===== src/rtl/hazard_pkg.sv =====
// hazard_pkg: forwarding-select encodings, scheduler FSM states and MDU latency default.
package hazard_pkg;
  localparam logic [1:0] FWD_RF  = 2'b00;
  localparam logic [1:0] FWD_EX  = 2'b01;
  localparam logic [1:0] FWD_MEM = 2'b10;
  localparam logic [1:0] FWD_WB  = 2'b11;
  localparam int MDU_LAT_DEF = 32;
  typedef enum logic [1:0] {
    IDLE     = 2'd0,
    MDU_RUN  = 2'd1,
    MDU_DONE = 2'd2
  } state_t;
endpackage


===== src/rtl/hazard_ctrl_if.sv =====
// hazard_ctrl_if: pipeline-to-hazard-unit signal bundle; master is the pipeline, slave the hazard unit.
interface hazard_ctrl_if #(parameter int RA_W = 5);
  logic [RA_W-1:0] ra1, ra2, ex_wra, mem_wra, wb_wra;
  logic use1, use2, ex_reg_we, ex_load, mem_reg_we, wb_reg_we, mdu_start, br_taken;
  logic stall_f, stall_d, flush_d, flush_e, mdu_busy, mdu_done;
  logic [1:0] fwd_a, fwd_b;
  logic [7:0] mdu_cnt;
  modport master (
    output ra1, ra2, use1, use2, ex_reg_we, ex_wra, ex_load, mem_reg_we, mem_wra,
           wb_reg_we, wb_wra, mdu_start, br_taken,
    input  stall_f, stall_d, flush_d, flush_e, fwd_a, fwd_b, mdu_busy, mdu_done, mdu_cnt
  );
  modport slave (
    input  ra1, ra2, use1, use2, ex_reg_we, ex_wra, ex_load, mem_reg_we, mem_wra,
           wb_reg_we, wb_wra, mdu_start, br_taken,
    output stall_f, stall_d, flush_d, flush_e, fwd_a, fwd_b, mdu_busy, mdu_done, mdu_cnt
  );
endinterface


===== src/rtl/hazard_ctrl_fwd_sel.sv =====
// fwd_sel: priority forwarding select (EX > MEM > WB > regfile) for one decode operand.
module fwd_sel
  import hazard_pkg::*;
#(parameter int RA_W = 5) (
  input  logic [RA_W-1:0] src,
  input  logic            en,
  input  logic            ex_we,
  input  logic [RA_W-1:0] ex_wra,
  input  logic            ex_load,
  input  logic            mem_we,
  input  logic [RA_W-1:0] mem_wra,
  input  logic            wb_we,
  input  logic [RA_W-1:0] wb_wra,
  output logic [1:0]      sel
);
  logic live, ex_hit, mem_hit, wb_hit;
  always_comb begin
    live    = en && src != '0;
    // a load in EX has no data yet; that case is stalled, not forwarded
    ex_hit  = live && ex_we && ex_wra == src && !ex_load;
    mem_hit = live && mem_we && mem_wra == src;
    wb_hit  = live && wb_we && wb_wra == src;
    sel     = ex_hit ? FWD_EX : mem_hit ? FWD_MEM : wb_hit ? FWD_WB : FWD_RF;
  end
endmodule


===== src/rtl/hazard_ctrl.sv =====
// hazard_ctrl: stall/flush/forwarding control for the 5-stage core plus fixed-latency MDU sequencing.
module hazard_ctrl
  import hazard_pkg::*;
#(
  parameter int MDU_LAT = MDU_LAT_DEF,
  parameter int RA_W    = 5
) (
  input logic clk,
  input logic rst,
  hazard_ctrl_if.slave bus
);
  state_t state, state_nxt;
  logic [7:0] cnt, cnt_nxt;
  logic load_use, idle, run, go;
  fwd_sel #(.RA_W(RA_W)) u_fwd_a (
    .src(bus.ra1), .en(bus.use1),
    .ex_we(bus.ex_reg_we), .ex_wra(bus.ex_wra), .ex_load(bus.ex_load),
    .mem_we(bus.mem_reg_we), .mem_wra(bus.mem_wra),
    .wb_we(bus.wb_reg_we), .wb_wra(bus.wb_wra),
    .sel(bus.fwd_a)
  );
  fwd_sel #(.RA_W(RA_W)) u_fwd_b (
    .src(bus.ra2), .en(bus.use2),
    .ex_we(bus.ex_reg_we), .ex_wra(bus.ex_wra), .ex_load(bus.ex_load),
    .mem_we(bus.mem_reg_we), .mem_wra(bus.mem_wra),
    .wb_we(bus.wb_reg_we), .wb_wra(bus.wb_wra),
    .sel(bus.fwd_b)
  );
  always_ff @(posedge clk or posedge rst) begin
    if (rst) begin
      state <= IDLE;
      cnt   <= 8'd0;
    end else begin
      state <= state_nxt;
      cnt   <= cnt_nxt;
    end
  end
  always_comb begin
    idle      = state == IDLE;
    run       = state == MDU_RUN;
    load_use  = bus.ex_load && bus.ex_reg_we && bus.ex_wra != '0 &&
                ((bus.use1 && bus.ra1 == bus.ex_wra) || (bus.use2 && bus.ra2 == bus.ex_wra));
    go        = idle && bus.mdu_start && !load_use && !bus.br_taken;
    // MDU_DONE always falls back to IDLE so a held start cannot retrigger
    state_nxt = idle ? (go ? MDU_RUN : IDLE) :
                run  ? (bus.br_taken ? IDLE : cnt == 8'd0 ? MDU_DONE : MDU_RUN) : IDLE;
    cnt_nxt   = go ? 8'(MDU_LAT - 1) :
                (run && !bus.br_taken && cnt != 8'd0) ? cnt - 8'd1 : 8'd0;
  end
  always_comb begin
    bus.stall_f  = !bus.br_taken && ((idle && load_use) || run);
    bus.stall_d  = bus.stall_f;
    bus.flush_d  = bus.br_taken;
    bus.flush_e  = bus.br_taken || bus.stall_f;
    bus.mdu_busy = run;
    bus.mdu_done = state == MDU_DONE;
    bus.mdu_cnt  = cnt;
  end
endmodule


===== src/flat_wrapper.sv =====
// flat-port wrapper written by rule: the top's interface ports become plain ports
module hazard_ctrl_flat import hazard_pkg::*;
#(
  parameter int MDU_LAT = MDU_LAT_DEF,
  parameter int RA_W    = 5
)
  (clk, rst, bus_ra1, bus_ra2, bus_use1, bus_use2, bus_ex_reg_we, bus_ex_wra, bus_ex_load, bus_mem_reg_we, bus_mem_wra, bus_wb_reg_we, bus_wb_wra, bus_mdu_start, bus_br_taken, bus_stall_f, bus_stall_d, bus_flush_d, bus_flush_e, bus_fwd_a, bus_fwd_b, bus_mdu_busy, bus_mdu_done, bus_mdu_cnt);
  hazard_ctrl_if #(.RA_W(RA_W)) bus_i ();
  input logic clk;
  input logic rst;
  input wire logic [$bits(bus_i.ra1)-1:0] bus_ra1;
  input wire logic [$bits(bus_i.ra2)-1:0] bus_ra2;
  input wire logic [$bits(bus_i.use1)-1:0] bus_use1;
  input wire logic [$bits(bus_i.use2)-1:0] bus_use2;
  input wire logic [$bits(bus_i.ex_reg_we)-1:0] bus_ex_reg_we;
  input wire logic [$bits(bus_i.ex_wra)-1:0] bus_ex_wra;
  input wire logic [$bits(bus_i.ex_load)-1:0] bus_ex_load;
  input wire logic [$bits(bus_i.mem_reg_we)-1:0] bus_mem_reg_we;
  input wire logic [$bits(bus_i.mem_wra)-1:0] bus_mem_wra;
  input wire logic [$bits(bus_i.wb_reg_we)-1:0] bus_wb_reg_we;
  input wire logic [$bits(bus_i.wb_wra)-1:0] bus_wb_wra;
  input wire logic [$bits(bus_i.mdu_start)-1:0] bus_mdu_start;
  input wire logic [$bits(bus_i.br_taken)-1:0] bus_br_taken;
  output wire logic [$bits(bus_i.stall_f)-1:0] bus_stall_f;
  output wire logic [$bits(bus_i.stall_d)-1:0] bus_stall_d;
  output wire logic [$bits(bus_i.flush_d)-1:0] bus_flush_d;
  output wire logic [$bits(bus_i.flush_e)-1:0] bus_flush_e;
  output wire logic [$bits(bus_i.fwd_a)-1:0] bus_fwd_a;
  output wire logic [$bits(bus_i.fwd_b)-1:0] bus_fwd_b;
  output wire logic [$bits(bus_i.mdu_busy)-1:0] bus_mdu_busy;
  output wire logic [$bits(bus_i.mdu_done)-1:0] bus_mdu_done;
  output wire logic [$bits(bus_i.mdu_cnt)-1:0] bus_mdu_cnt;
  assign bus_i.ra1 = bus_ra1;
  assign bus_i.ra2 = bus_ra2;
  assign bus_i.use1 = bus_use1;
  assign bus_i.use2 = bus_use2;
  assign bus_i.ex_reg_we = bus_ex_reg_we;
  assign bus_i.ex_wra = bus_ex_wra;
  assign bus_i.ex_load = bus_ex_load;
  assign bus_i.mem_reg_we = bus_mem_reg_we;
  assign bus_i.mem_wra = bus_mem_wra;
  assign bus_i.wb_reg_we = bus_wb_reg_we;
  assign bus_i.wb_wra = bus_wb_wra;
  assign bus_i.mdu_start = bus_mdu_start;
  assign bus_i.br_taken = bus_br_taken;
  assign bus_stall_f = bus_i.stall_f;
  assign bus_stall_d = bus_i.stall_d;
  assign bus_flush_d = bus_i.flush_d;
  assign bus_flush_e = bus_i.flush_e;
  assign bus_fwd_a = bus_i.fwd_a;
  assign bus_fwd_b = bus_i.fwd_b;
  assign bus_mdu_busy = bus_i.mdu_busy;
  assign bus_mdu_done = bus_i.mdu_done;
  assign bus_mdu_cnt = bus_i.mdu_cnt;
  hazard_ctrl #(.MDU_LAT(MDU_LAT), .RA_W(RA_W)) u_core (.clk(clk), .rst(rst), .bus(bus_i));
endmodule

===== config.mk =====
export PLATFORM = sky130hd
export DESIGN_NAME = hazard_ctrl_flat
export DESIGN_NICKNAME = d
export VERILOG_FILES = /design/src/rtl/hazard_pkg.sv /design/src/rtl/hazard_ctrl_if.sv /design/src/rtl/hazard_ctrl_fwd_sel.sv /design/src/rtl/hazard_ctrl.sv /design/src/flat_wrapper.sv
export SDC_FILE = /design/constraint.sdc
export NUM_CORES = 1
export LEC_CHECK = 0
export CAP_MARGIN = 25
export CORE_MARGIN = 2
export CORE_UTILIZATION = 42
export DETAILED_ROUTE_END_ITERATION = 8
export PLACE_DENSITY_LB_ADDON = 0.15
export SLEW_MARGIN = 20
export SYNTH_ARGS = -nofsm -noshare
export SYNTH_HDL_FRONTEND = slang
export SYNTH_SLANG_ARGS = --single-unit

===== constraint.sdc =====
create_clock -name clk -period 3.99 [get_ports clk]
set_input_delay 0.798 -clock clk [delete_from_list [all_inputs] [get_ports clk]]
set_output_delay 0.798 -clock clk [all_outputs]
set_load 0.01 [all_outputs]

==> run summary <==
status = complete, no violations
synthesis-stage register bit count = 10
clock sink count = 10
n_diodes = 0
period utilization = 93.0%
GRT Residual Overflow = 0
initial antenna violation count = 0
non-filler cells in the finished layout = 198
Worst Hold Margin = 519 ps
async set or reset register ratio after synthesis = 100%
vias in the first global route = 1097
WHS Endpoint = u_core.state[1]
most frequent cells in the layout = clkdlybuf4s50_1, xor2_1, xnor2_1
EDFF count, synth = 0
cells after synthesis = 115
Tmin final = 3710 ps
commonest non-fill, non-tap cell in the layout = clkdlybuf4s50_1
Routed WL per cell = 14.2 um
Critical Path End Type = output pin
worst-case clock buffer depth = 2
Critical Path Fanout Max = 4
Top FF cell, synth = dfrtp_1
Max Slew Vio Count = 0
Core Rows = 17
Reg2Reg Depth = 3
die height = 52.9 um
largest net degree at the start of global routing = 11
Worst slew margin = 62.1%
MaxCap Viol Count = 0
Reg2Reg Setup Slack = 2400 ps
share of layout cells above drive strength 1 = 5.88%
RR Endpoint = u_core.bus.mdu_cnt[3]
sequential fraction of the synthesis area = 24.9%
die extent in x = 52.9 um
wire length on met1 = 1240 um
first-pass GRT wire length = 4650 um
CP cell instances = clkdlybuf4s50_1 -> or4_1 -> o21a_1 -> and4_1 -> o21ai_1 -> clkdlybuf4s50_1
CP Data Required Time = 3190 ps
Num CTS Buffers = 3
post-CTS setup buffer count = 0
clk slew on worst S/H paths = 60 ps
DP HPWL = 2380 um
Min-Delay Path Depth = 1
routability cong. = 0.948
io pins = 53
Root Buffer = clkbuf_4
Pwr Density = 258 nW/um^2
YS warnings = 0
Initial Util = 45.0%
total power = 410 uW
hold buffers post-CTS = 0
critical hold path startpoint = u_core.bus.mdu_cnt[7]
placed insts = 195
Area after DPL = 1570 um^2
Avg Inst Size Synth = 8.75 um^2
total number of vias = 1113
top layer in use = met4
routed length on met3 = 255 um
die area = 2800 um^2
actual slew at the worst max-slew pin = 564 ps
area grow syn2layout = 57.8%
synthesized area = 1010 um^2
final hold violation count = 0
Max IR drop VDD = 271 uV
Netlist cell types = 34
most used cell, CP = clkdlybuf4s50_1
top post-synthesis cells by area = dfrtp_1, xor2_1, xnor2_1
CTS HTree Levels = 1
CTS tree = built
Setup TNS Final = 0 ps
critical path launch point type = input pin
kind of critical path = in2out
Max Fclk = 270 MHz
Yosys top cell area share = 24.9%
design area = 1590 um^2
worst r2r src = u_core.state[1]
Worst Skew = 3.70 ps
endpoints failing setup = 0
CP arrival = 2910 ps
drt first pass iters = 4
Core Area = 2230 um^2
cell taking the most area after synthesis = dfrtp_1
Iteration-0 DRC Markers = 26
leak pwr = 0.615 nW
Hold WC Path Type = reg2reg
Syn Nets = 151
Via density = 5.62
utilization after layout = 71.1%
worst path setup slack after routing = 280 ps
Worst-Skew Late Latency = 260 ps
max incr delay on CP = 540 ps
number of gates resized after cts = 0
port buffer count = 52
unrepaired setup endpoints after global routing = false
NumNets Final = 208
Max stage delay cell, worst path = or4_1
DRT antenna net count = 0
final WL = 2810 um
DRC = 0
GRT Util Overall = 22.5%
post-place setup slack = 276 ps
DR WL met2 = 1310 um
==> state kept, by name, indices dropped and copies added (netlist names) <==
register and flops:
u_core.bus.mdu_cnt 8, u_core.state 2
==> routing by layer <==
layer  GRT usage, %  vias to the layer above
met5              0                        -
met4           4.70                        0
met3           6.50                        2
met2           36.0                       57
met1           29.8                      518
li1               -                      536
==> cell usage after synthesis, drive strengths merged (3+ instances only) <==
cell    instances
or4             3
nand2           6
nor3            3
inv             3
xor2           21
xnor2          15
nor2b           4
nor2            8
nand4           6
nor4            5
o221ai          3
dfrtp          10
o211ai          3
==> final cells by class <==
cell class,count,area (um^2)
clock buffers,3,22.5
fillers,179,646
inverters,3,11.3
multi-input cells,99,726
flip-flops and latches,10,250
well taps,28,35.0
repair buffers,55,543
==> cells by family (layout without fill, tap and decap cells) <==
logic type / Yosys count / in the layout / synth area share, %
DFF: 10 / 10 / 24.9
and+or+nand+nor: 44 / 44 / 25.5
buffers and inverters: 6 / 61 / 2.98
AOI/OAI and AO/OA: 18 / 18 / 14.1
xor gates and xnor gates: 36 / 36 / 31.3
adders and majority gates: 1 / 1 / 1.24
==> how the worst max path moves through the flow <==
stage | start | endpoint | cells after the start
finish | bus_ra1[1] | bus_fwd_a[0] | 6
global route | bus_ex_wra[0] | bus_flush_e | 6
CTS | bus_ra2[3] | bus_fwd_b[1] | 6
detailed placement | bus_ra2[3] | bus_fwd_b[1] | 6
global placement | bus_ra1[0] | bus_fwd_a[0] | 6
floorplan | bus_ex_wra[0] | bus_stall_f | 5
==> critical path, delay by kind of cell <==
| family | cells | cell delay (ps) |
|---|---|---|
| compound gates | 2 | 330 |
| buf+inv | 2 | 1060 |
| simple gates | 2 | 730 |
==> power breakdown <==
group	internal [mW]	switching (mW)	leakage [nW]	total, mW
Combinational	0.117	0.0937	0.471	0.211
Sequential	0.116	0.0175	0.131	0.133
Clock	0.0347	0.0316	0.0138	0.0663
Note: power is estimated with default switching activity, not from simulation.
